==> src/rtl/stack_fifo_ctrl.sv <==
// Buffer controller with integrated storage that returns words in LIFO (MODE=0) or FIFO (MODE=1) order.
// It provides occupancy, full/empty status, sticky overflow/underflow flags and a registered pop handshake.
module stack_fifo_ctrl #(
  parameter  int WIDTH = 8,
  parameter  int DEPTH = 16,
  parameter  int MODE  = 0,
  localparam int AW    = $clog2(DEPTH),
  localparam int CW    = AW + 1
) (
  input  logic             clk,
  input  logic             reset,
  input  logic             push,
  input  logic             pop,
  input  logic [WIDTH-1:0] din,
  input  logic             clr_err,
  output logic [WIDTH-1:0] dout,
  output logic             dout_valid,
  output logic [AW-1:0]    ptr,
  output logic [CW-1:0]    count,
  output logic             empty,
  output logic             full,
  output logic             overflow,
  output logic             underflow
);

  localparam bit            IS_FIFO  = (MODE == 1);
  localparam logic [CW-1:0] FULL_CNT = CW'(DEPTH);

  logic [WIDTH-1:0] r_mem [DEPTH];
  logic [CW-1:0]    r_count;
  logic [AW-1:0]    r_head;
  logic [AW-1:0]    r_tail;
  logic [WIDTH-1:0] r_dout;
  logic             r_dout_valid;
  logic             r_overflow;
  logic             r_underflow;

  logic             w_empty;
  logic             w_full;
  logic [AW-1:0]    w_top;
  logic [AW-1:0]    w_wr_addr;
  logic [AW-1:0]    w_rd_addr;
  logic             w_wr_en;
  logic             w_rd_en;
  logic             w_bypass;
  logic             w_inc;
  logic             w_dec;
  logic             w_adv_head;
  logic             w_adv_tail;
  logic             w_set_ovf;
  logic             w_set_unf;

  assign w_empty = (r_count == '0);
  assign w_full  = (r_count == FULL_CNT);
  // Only meaningful when the stack is non-empty; DEPTH-1 when full.
  assign w_top   = AW'(r_count - CW'(1));

  // NOTE: every signal gets a default before the case so no path leaves it unassigned (no latches).
  always_comb begin
    w_wr_en    = 1'b0;
    w_rd_en    = 1'b0;
    w_bypass   = 1'b0;
    w_inc      = 1'b0;
    w_dec      = 1'b0;
    w_adv_head = 1'b0;
    w_adv_tail = 1'b0;
    w_set_ovf  = 1'b0;
    w_set_unf  = 1'b0;
    w_wr_addr  = IS_FIFO ? r_tail : r_count[AW-1:0];
    w_rd_addr  = IS_FIFO ? r_head : w_top;

    case ({push, pop})
      2'b10: begin
        if (!w_full) begin
          w_wr_en    = 1'b1;
          w_inc      = 1'b1;
          w_adv_tail = IS_FIFO;
        end else begin
          w_set_ovf  = 1'b1;
        end
      end
      2'b01: begin
        if (!w_empty) begin
          w_rd_en    = 1'b1;
          w_dec      = 1'b1;
          w_adv_head = IS_FIFO;
        end else begin
          w_set_unf  = 1'b1;
        end
      end
      2'b11: begin
        // Swap: read and write in the same edge; the read sees the pre-write contents.
        if (!w_empty) begin
          w_rd_en    = 1'b1;
          w_wr_en    = 1'b1;
          w_adv_head = IS_FIFO;
          w_adv_tail = IS_FIFO;
          if (!IS_FIFO) begin
            w_wr_addr = w_top;
          end
        end else begin
          w_bypass   = 1'b1;
        end
      end
      default: ;
    endcase
  end

  // NOTE: sequential state uses non-blocking assignments so every register samples pre-edge values.
  always_ff @(posedge clk or posedge reset) begin
    if (reset) begin
      r_count      <= '0;
      r_head       <= '0;
      r_tail       <= '0;
      r_dout       <= '0;
      r_dout_valid <= 1'b0;
      r_overflow   <= 1'b0;
      r_underflow  <= 1'b0;
    end else begin
      if (w_inc) begin
        r_count <= r_count + CW'(1);
      end else if (w_dec) begin
        r_count <= r_count - CW'(1);
      end
      if (w_adv_head) begin
        r_head <= r_head + AW'(1);
      end
      if (w_adv_tail) begin
        r_tail <= r_tail + AW'(1);
      end
      r_dout_valid <= w_rd_en | w_bypass;
      if (w_rd_en) begin
        r_dout <= r_mem[w_rd_addr];
      end else if (w_bypass) begin
        r_dout <= din;
      end
      // A new error in the same cycle as clr_err wins.
      r_overflow  <= w_set_ovf | (r_overflow  & ~clr_err);
      r_underflow <= w_set_unf | (r_underflow & ~clr_err);
    end
  end

  // NOTE: storage is deliberately not reset; its contents are unreachable until written.
  always_ff @(posedge clk) begin
    if (w_wr_en && !reset) begin
      r_mem[w_wr_addr] <= din;
    end
  end

  assign dout       = r_dout;
  assign dout_valid = r_dout_valid;
  assign ptr        = IS_FIFO ? r_tail : r_count[AW-1:0];
  assign count      = r_count;
  assign empty      = w_empty;
  assign full       = w_full;
  assign overflow   = r_overflow;
  assign underflow  = r_underflow;

endmodule

==> config.mk <==
export PLATFORM = sky130hd
export DESIGN_NAME = stack_fifo_ctrl
export DESIGN_NICKNAME = d
export VERILOG_FILES = /design/src/rtl/stack_fifo_ctrl.sv
export SDC_FILE = /design/constraint.sdc
export NUM_CORES = 1
export LEC_CHECK = 0
export BUFFER_PORTS_ARGS = -buffer_cell sky130_fd_sc_hd__buf_2
export CORE_ASPECT_RATIO = 0.8
export CORE_MARGIN = 4
export CORE_UTILIZATION = 41
export CTS_BUF_LIST = sky130_fd_sc_hd__clkbuf_4
export CTS_CLUSTER_SIZE = 28
export DETAILED_ROUTE_END_ITERATION = 16
export GPL_TIMING_DRIVEN = 0
export PLACE_DENSITY_LB_ADDON = 0.15
export SLEW_MARGIN = 20
export SYNTH_ARGS = -nofsm -noshare
export SYNTH_HDL_FRONTEND = slang
export SYNTH_SLANG_ARGS = --single-unit
==> constraint.sdc <==
create_clock -name clk -period 3 [get_ports clk]
set_clock_uncertainty 0.2 [all_clocks]
set_input_delay 0.6 -clock clk [delete_from_list [all_inputs] [get_ports clk]]
set_output_delay 0.6 -clock clk [all_outputs]
set_load 0.005 [all_outputs]
==> results of run 1 <==
cell families (layout without fill, tap and decap cells):
logic type	after synthesis	count (layout)	share of synthesized area
XOR/XNOR	4	4	0.008202
AND/OR/NAND/NOR	69	69	0.06151
multiplexers	49	49	0.1314
AO/OA/AOI/OAI	51	51	0.05967
other	0	1	0
flip-flops	144	144	0.6955
buffers and inverters	30	120	0.03957
adder cells (fa/ha/maj)	2	2	0.004100
sequential cells by signal, indices dropped and copies added, names as in the netlist:
| signal | flops |
|---|---|
| overflow | 1 |
| underflow | 1 |
| r_mem | 128 |
| count | 5 |
| dout | 8 |
| dout_valid | 1 |
power groups by stage:
stage | registers (W) | logic (W) | clock network, W
after CTS | 0.00247 | 0.00318 | 0.00136
after global routing | 0.00248 | 0.00346 | 0.00145
final | 0.00246 | 0.00320 | 0.00133
after global placement | 0.00251 | 0.00291 | 0
after floorplan | 0.00248 | 0.00212 | 0
after detailed placement | 0.00252 | 0.00295 | 0
final timing paths:
| check | slack, ns | end | depth (start not counted) |
|---|---|---|---|
| setup / recovery | 0.13 | empty | 6 |
| hold / removal | 0.05 | underflow | 2 |
| setup reg to reg | 0.16 | r_mem[3][2] | 9 |
| hold reg to reg | 0.33 | overflow | 2 |
| max in group asynchronous | 1.52 | count[1] | 3 |
| min in group asynchronous | 0.54 | count[2] | 3 |
synth_stat cells, drive strengths merged:
cell,instances
xnor2,2
mux2i,25
o21ai,13
ha,2
o22ai,9
nor2,22
a21oi,4
mux4,24
nand4bb,1
a22o,1
nand2b,3
inv,7
buf,15
clkbuf,7
clkinv,1
nand3,8
xor2,2
dfrtp,16
a21o,1
a211oi,8
a31oi,5
or4b,1
nand4,3
nor2b,1
nand2,23
a22oi,8
and3,1
nor3,5
and2,1
a32oi,1
o211ai,1
edfxtp,128
area by class of cell:
type                       instances  area [sq um]  share of cell area
multi-input combinational        175          1767              0.2430
tap                              184         230.2             0.03167
buffer                            20         198.9             0.02737
timing repair buffer              60         470.5             0.06472
clock buffer                      18         135.1             0.01859
clock inverter                    14         180.2             0.02478
inverter                           8         38.79            0.005336
antenna                            1         2.502           0.0003442
sequential                       144          4247              0.5842
repair_timing:
| action | 4_1_cts | 5_1_grt |
|---|---|---|
| resized for setup | 35 | 1 |
| hold buffers | 1 | 0 |
| setup endpoints to repair | 138 | 9 |
| pin swaps | 14 | 1 |
| endpoints found under the hold margin | 12 | 0 |
| cloned | 0 | 0 |
| setup buffers | 21 | 5 |
per-stage QoR:
| stage | area [sq um] | worst slack [ns] | setup TNS [ns] | cells | total power, W |
|---|---|---|---|---|---|
| floorplan | 6118 | -0.03163 | -1.404 | 349 | 0.004601 |
| global placement | 6514 | -0.7380 | -83.57 | 566 | 0.005423 |
| detailed placement | 6514 | -0.7714 | -86.02 | 566 | 0.005466 |
| CTS | 7238 | 0.03392 | 0 | 619 | 0.007016 |
| global route | 7269 | 0.02114 | 0 | 624 | 0.007396 |
| finish | 7269 | 0.1276 | 0 | 624 | 0.006990 |
cell usage in the layout, fill, tap and decap left out, types with 3 or more instances in the layout:
| master | Yosys | layout |
|---|---|---|
| a211oi_1 | 8 | 8 |
| a21oi_1 | 4 | 4 |
| a22oi_1 | 8 | 8 |
| a31oi_2 | 2 | 3 |
| buf_12 | 0 | 8 |
| buf_2 | 3 | 35 |
| buf_4 | 5 | 23 |
| buf_6 | 5 | 5 |
| bufinv_16 | 0 | 3 |
| clkbuf_4 | 0 | 18 |
| clkbuf_8 | 4 | 3 |
| clkinv_4 | 1 | 4 |
| clkinvlp_4 | 0 | 6 |
| dfrtp_1 | 16 | 14 |
| edfxtp_1 | 128 | 128 |
| inv_1 | 7 | 6 |
| inv_6 | 0 | 3 |
| mux2i_1 | 25 | 25 |
| mux4_1 | 3 | 3 |
| mux4_2 | 21 | 21 |
| nand2_1 | 23 | 23 |
| nand2b_1 | 3 | 3 |
| nand3_1 | 4 | 4 |
| nor2_1 | 20 | 4 |
| nor2_4 | 0 | 16 |
| nor3_1 | 5 | 5 |
| o21ai_0 | 3 | 3 |
| o21ai_1 | 9 | 9 |
| o22ai_1 | 9 | 9 |
critical path, cell delays in order, from the launching register on:
cell	delay, ns
dfrtp_2	0.46
clkbuf_16	0.16
clkinvlp_4	0.08
ha_4	0.14
or4b_4	0.52
clkinv_4	0.08
buf_2	0.10
metal layers:
layer  GRT usage  part of all wire  wire length [microns]  up-vias
met5           0                 0                      0        -
met3     0.04305             0.072                   1009       14
met2      0.2632              0.46                   6460      108
met1      0.2697              0.45                   6351     1750
met4     0.05096             0.013                    184        0
li1            -                 -                      -     1536
==> results.json, run 1 <==
{
  "status": "completed",
  "areaGrowthSynthToFinish_pct": 19.13,
  "drt_pass1_iterations": 4,
  "yosysTopAreaCellShare": 0.6299,
  "hold_viol": 0,
  "initial_core_util": 0.4225,
  "cap_violations": 0,
  "fin_crit_sh": 0.9575,
  "ir_drop_uv": 421.0,
  "wl_per_cell_microns": 22.45,
  "worstSetupStartpointType": "register",
  "p_int_w": 0.004427,
  "dieArea_sq_um": 16910,
  "holdWs_ns": 0.04922,
  "root_buffer": "clkbuf_4",
  "synth_top_area_cell": "edfxtp_1",
  "place_congestion": 0.8112,
  "clk_pin_slew_ns": 0.13,
  "p_comb_frac": 0.458,
  "p_leak_nw": 2.504,
  "clkPwrFrac": 0.190,
  "relSlewSlack": 0.4946,
  "post-dp-hpwl_microns": 9193,
  "portBuffers": 33,
  "netlist_instances": 349,
  "cts_tree": "done",
  "cts_num_sinks": 144,
  "route.vias.total": 3408,
  "synth_area_leaders": "edfxtp_1, mux4_2, dfrtp_1",
  "initialDrtViolationCount": 304,
  "cts_max_level": 4,
  "synth_fp_nets": 364,
  "syn_avg_cell_area_sq_um": 17.48,
  "netSwitchingPower_w": 0.002564,
  "num_rows": 39,
  "p_per_area_nw_per_um2": 961.6,
  "die_height_microns": 117.1,
  "ys_ff_latch": 144,
  "finalWirelength_microns": 14010,
  "min_path_type": "primary input to register",
  "tightest_slew_ns": 0.7572,
  "ys_seq_area_frac": 0.6955,
  "critical_path.max_fanout": 4,
  "grt_max_degree": 19,
  "grt_pass1_vias": 3412,
  "syn_area_sq_um": 6102,
  "synth.distinct_cells": 46,
  "worstPathRequired_ns": 2.20,
  "timing.rr.start": "count[0]",
  "n_fill_cell": 1240,
  "viasPerCell": 5.462,
  "crit_path_start": "count[0]",
  "finalCriticalPeriod_ns": 2.872,
  "max_freq_mhz": 348.1,
  "fin_util": 0.5033,
  "cts_buffers": 17,
  "clk_latency_ns": 0.53,
  "setup_viol": 0,
  "min-delay-start": "clr_err",
  "ys_warn_count": 0,
  "coreArea_sq_um": 14440,
  "track_usage": 0.1794,
  "nets": 441,
  "drc": 0,
  "report.final.slew_viol_count": 0,
  "swShare": 0.3668,
  "antenna_found_initial": 1,
  "path_class": "register to output pin",
  "clk_path_buf_depth": 2,
  "ioPinCount": 35,
  "seq_power_share": 0.353,
  "overflow": 0,
  "crit_arrival_ns": 2.07,
  "worst_setup_path_end_kind": "output pin",
  "grt_first_pass_wirelength_microns": 21380,
  "drive_above_1_share": 0.3827,
  "rsz0062_at_grt": "no",
  "postRouteAntennaNets": 0,
  "fp.dieW_microns": 144.4
}
Note: power is estimated with default switching activity, not from simulation.
==> run 2, diff against run 1 <==
--- a/config.mk
+++ b/config.mk
@@ -12,3 +12,2 @@
 export CTS_BUF_LIST = sky130_fd_sc_hd__clkbuf_4
-export CTS_CLUSTER_SIZE = 28
 export DETAILED_ROUTE_END_ITERATION = 16
==> constraint.sdc (replaced) <==
create_clock -name clk -period 3 [get_ports clk]
set_clock_uncertainty 0.2 [all_clocks]
set_input_delay 0.3 -clock clk [delete_from_list [all_inputs] [get_ports clk]]
set_output_delay 0.3 -clock clk [all_outputs]
set_load 0.005 [all_outputs]
==> run 2 against run 1 <==
Net effect: critical path depth increased by 7; via count increased by 3.3%; sequential share of layout area decreased by 2.6 points; highest routed layer unchanged; worst hold slack improved by 0.11 ns; die area unchanged; largest cell class unchanged; cell count increased by 2.9%.
==> results.json, run 2 (synthesis results as in run 1) <==
{
  "status": "completed",
  "post-dp-hpwl_microns": 9193,
  "tightest_slew_ns": 0.8665,
  "most-common-layout-cells": "edfxtp_1, buf_2, mux2i_1, buf_4, nand2_1",
  "ioPinCount": 35,
  "grt_max_degree": 19,
  "wl_per_cell_microns": 22.13,
  "ir_drop_uv": 421.8,
  "postRouteAntennaNets": 0,
  "cts_max_level": 4,
  "drive_above_1_share": 0.3961,
  "finalCriticalPeriod_ns": 2.912,
  "max_freq_mhz": 343.5,
  "setup_viol": 0,
  "path_class": "register to register",
  "initial_core_util": 0.4225,
  "place_congestion": 0.8112,
  "worstPathRequired_ns": 3.09,
  "p_leak_nw": 2.626,
  "dieArea_sq_um": 16910,
  "coreArea_sq_um": 14440,
  "finalWirelength_microns": 14210,
  "antenna_found_initial": 1,
  "overflow": 0,
  "drt_pass1_iterations": 5,
  "track_usage": 0.1816,
  "cts_buffers": 17,
  "clk_pin_slew_ns": 0.13,
  "initialDrtViolationCount": 275,
  "portBuffers": 33,
  "clk_path_buf_depth": 2,
  "die_height_microns": 117.1,
  "fin_crit_sh": 0.9705,
  "nets": 459,
  "route.vias.total": 3521,
  "final_common_cell": "edfxtp_1",
  "worst_setup_path_end_kind": "register",
  "hold_viol": 0,
  "drc": 0,
  "critical_path.max_fanout": 10,
  "crit_arrival_ns": 3.00,
  "cap_violations": 0,
  "min_path_type": "primary input to register",
  "grt_pass1_vias": 3509,
  "num_rows": 39,
  "regMostFlops": "r_mem",
  "cts_tree": "done",
  "clk_latency_ns": 0.53,
  "wirelength_met1_microns": 6762,
  "topRoutingLayerUsed": "met4",
  "met2_length_microns": 6521,
  "rsz0062_at_grt": "no",
  "viasPerCell": 5.484,
  "root_buffer": "clkbuf_4",
  "dr_wl_met3_microns": 723,
  "p_per_area_nw_per_um2": 947.1,
  "largest_reg_flops": 128,
  "preCtsSetupSlack_ns": -0.7714,
  "report.final.slew_viol_count": 0,
  "areaGrowthSynthToFinish_pct": 24.56,
  "relSlewSlack": 0.4217,
  "holdWs_ns": 0.1553,
  "cts_num_sinks": 144,
  "grt_first_pass_wirelength_microns": 21670,
  "worstSetupStartpointType": "register",
  "fp.dieW_microns": 144.4,
  "final.setup.worst_slack_ns": 0.08842
}
[run 2: cell count changes in the layout (fill, tap and decap cells not counted), sizes merged]
cell         before  now
buf              72   80
clkbuf           25   24
dlygate4sd3       1   12
[run 2: through the flow]
step	TNS [ns]	util	std cells	instance area, sq um	total power, W
2_1_floorplan	-1.404	-	349	6118	0.004601
3_3_place_gp	-83.57	0.4510	566	6514	0.005423
3_5_place_dp	-86.02	0.4510	566	6514	0.005466
4_1_cts	0	0.5249	639	7582	0.007232
5_1_grt	0	0.5262	642	7601	0.007588
6_report	0	0.5262	642	7601	0.007199
[run 2: worst paths after layout]
| path | from | endpoint | slack, ns | cells after the start |
|---|---|---|---|---|
| max in group asynchronous | reset | count[0] | 1.73 | 3 |
| worst max-delay path | count[0] | r_mem[1][3] | 0.09 | 13 |
| worst min-delay path | push | count[4] | 0.16 | 3 |
| min in group asynchronous | reset | count[3] | 0.29 | 3 |
| worst min register to register | overflow | overflow | 0.34 | 2 |
| worst max register to register | count[0] | r_mem[1][3] | 0.09 | 13 |
[run 2: report_power, final]
group          internal [W]  switching (W)
logic               0.00158        0.00182
clock network      0.000597       0.000726
registers           0.00236       0.000119
[run 2: per-layer routing]
metal,GRT usage,vias up
met4,0.05345,0
met2,0.2669,100
met5,0,-
li1,-,1580
met1,0.2703,1829
met3,0.04549,12
[run 2: timing repair]
| action | CTS | global route |
|---|---|---|
| pin swaps | 16 | 3 |
| setup buffers | 29 | 2 |
| hold buffers | 12 | 0 |
| endpoints found under the setup margin | 137 | 126 |
| gates resized for setup | 51 | 1 |
| hold endpoints to repair | 147 | 0 |
[run 2: cell type report]
type	count	area, sq um
tap	184	230.2
inverter	8	38.79
antenna	1	2.502
sequential	144	4245
clock inverter	14	180.2
timing repair buffer	76	680.7
buffer	22	215.2
multi-input combinational	175	1873
clock buffer	18	135.1
fill	1202	6843
[run 2: critical path, cell delays in order (launching register included)]
cell and delay, ns:
dfrtp_2 0.43, buf_4 0.18, buf_8 0.16, clkinvlp_4 0.10
ha_4 0.15, or4b_4 0.46, buf_8 0.17, clkinv_4 0.06
nor2_4 0.05, and3_4 0.19, a31oi_4 0.14, buf_4 0.17
nor2_4 0.04, buf_4 0.15
==> run 3, diff against run 2 <==
- PLACE_DENSITY: unset -> 0.57
- PLACE_DENSITY_LB_ADDON: 0.15 -> unset
==> run 3 against run 2 <==
Net effect: die area unchanged; sequential power about the same; register-to-register slack better by 0.05 ns; critical endpoint is now r_mem[3][0]; largest cell class unchanged.
==> results.json, run 3 (synthesis results as in run 1) <==
{
  "route.vias.total": 3481,
  "finalCriticalPeriod_ns": 2.864,
  "cts_num_sinks": 144,
  "relSlewSlack": 0.4494,
  "critical_path.max_fanout": 15,
  "final_common_cell": "edfxtp_1",
  "min-delay-start": "push",
  "cts_max_level": 4,
  "n_fill_cell": 1187,
  "fin_setup_tns_ns": 0,
  "crit_family": "simple AND/OR/NAND/NOR gates",
  "report.final.slew_viol_count": 0,
  "tightest_slew_ns": 0.8251,
  "ff_latch_area_sq_um": 4247,
  "regMostFlops": "r_mem",
  "cp_slowest_cell": "dfrtp_2",
  "max_freq_mhz": 349.1,
  "wl_per_cell_microns": 22.12,
  "antenna_found_initial": 0,
  "path_class": "register to register",
  "clk_pin_slew_ns": 0.12,
  "die_height_microns": 117.1,
  "viasPerCell": 5.448,
  "worstPathRequired_ns": 3.04,
  "cp_num_cells": 10,
  "coreArea_sq_um": 14440,
  "clk_path_buf_depth": 2,
  "setup_viol": 0,
  "critPathMaxStageDelay_ns": 0.42,
  "num_rows": 39,
  "cp_common_cell": "nand3_4",
  "largest_reg_flops": 128,
  "track_usage": 0.1813,
  "crit_chain": "buf_6 -> clkinvlp_4 -> ha_4 -> or4b_4 -> buf_8 -> nand3_4 -> o21ai_4 -> nand3_4 -> nor2_4 -> buf_12",
  "most-common-layout-cells": "edfxtp_1, buf_2, mux2i_1, nand2_1, buf_4",
  "worstSetupStartpointType": "register",
  "whs_path_depth": 3,
  "nets": 457,
  "p_leak_nw": 2.651,
  "post-dp-hpwl_microns": 8941,
  "fin_crit_sh": 0.9548,
  "ir_drop_uv": 395.3,
  "timing.rr.start": "count[0]",
  "drt_pass1_iterations": 5,
  "drive_above_1_share": 0.3956,
  "multi_input_comb_area_sq_um": 1873,
  "finalWirelength_microns": 14130,
  "cap_violations": 0,
  "initial_core_util": 0.4225,
  "min_path_type": "primary input to register",
  "initialDrtViolationCount": 221,
  "diodes": 0,
  "worst_setup_path_end_kind": "register",
  "grt_max_degree": 19,
  "reg2regPathDepth": 10,
  "overflow": 0,
  "grt_pass1_vias": 3539,
  "fp.dieW_microns": 144.4,
  "p_per_area_nw_per_um2": 964.8,
  "hold_viol": 0,
  "cts_buffers": 17,
  "status": "completed",
  "layout.cells.non_filler": 639,
  "place_congestion": 0.8348,
  "areaGrowthSynthToFinish_pct": 25.18,
  "path_buf_inv": 4,
  "rsz0062_at_grt": "no",
  "dp_cells": 566,
  "crit_path_start": "count[0]",
  "cts_tree": "done",
  "clk_latency_ns": 0.51,
  "portBuffers": 33,
  "ioPinCount": 35,
  "grt_first_pass_wirelength_microns": 21760,
  "drc": 0,
  "postRouteAntennaNets": 0,
  "crit_arrival_ns": 2.91,
  "root_buffer": "clkbuf_4",
  "dieArea_sq_um": 16910
}
==> run 3: cell types whose count changed in the layout (fill, tap and decap cells not counted), moves of 2 or more <==
cell and delta:
clkinvlp_4 -2, buf_4 -2, buf_8 -2, bufinv_16 +3
clkinv_4 -2, buf_6 +2
==> run 3: power breakdown <==
| part | switching [W] | internal [W] |
|---|---|---|
| Clock | 0.000698 | 0.000853 |
| Sequential | 0.000120 | 0.00236 |
| Combinational | 0.00180 | 0.00154 |
| Total | 0.00262 | 0.00475 |
==> run 3: per-layer routing <==
layer | wire length [microns] | track usage
met1 | 6798 | 0.2721
met2 | 6540 | 0.2675
met3 | 677 | 0.04874
met4 | 115 | 0.04102
met5 | 0 | 0
==> run 3: timing repair <==
item | 4_1_cts | 5_1_grt
gates resized for setup | 48 | 5
hold buffers | 12 | 0
pin swaps | 16 | 0
setup buffers | 30 | 0
endpoints found under the setup margin | 138 | 136
endpoints found under the hold margin | 148 | 0
==> run 3: final timing paths <==
path	slack [ns]	end
worst max register to register	0.14	r_mem[3][0]
worst max-delay path	0.14	r_mem[3][0]
max in group asynchronous	1.75	count[0]
worst min-delay path	0.15	count[4]
worst min register to register	0.34	overflow
min in group asynchronous	0.29	overflow
==> run 3: area by class of cell <==
type / instances / share of cell area
sequential: 144 / 0.5559
clock inverter: 13 / 0.03063
buffer: 21 / 0.02621
multi-input combinational: 175 / 0.2452
timing repair buffer: 75 / 0.08812
inverter: 8 / 0.005078
tap: 184 / 0.03014
clock buffer: 19 / 0.01867
==> run 3: worst reg2reg max path: stages (launching register included) <==
cell	delay, ns
dfrtp_2	0.42
buf_6	0.24
clkinvlp_4	0.18
ha_4	0.21
or4b_4	0.21
buf_8	0.16
nand3_4	0.18
o21ai_4	0.25
nand3_4	0.19
nor2_4	0.21
buf_12	0.14
==> run 3: per-stage QoR <==
| step | utilization | hold slack, ns | power, W | instance area, sq um | setup WS [ns] |
|---|---|---|---|---|---|
| 2_1_floorplan | - | 0.04403 | 0.004601 | 6118 | -0.03163 |
| 3_3_place_gp | 0.4510 | 0.2826 | 0.005414 | 6514 | -0.8274 |
| 3_5_place_dp | 0.4510 | 0.2917 | 0.005438 | 6514 | -0.8382 |
| 4_1_cts | 0.5273 | 0.07609 | 0.007371 | 7616 | 0.05210 |
| 5_1_grt | 0.5288 | 0.1635 | 0.007745 | 7639 | 0.002404 |
| 6_report | 0.5288 | 0.1515 | 0.007370 | 7639 | 0.1357 |
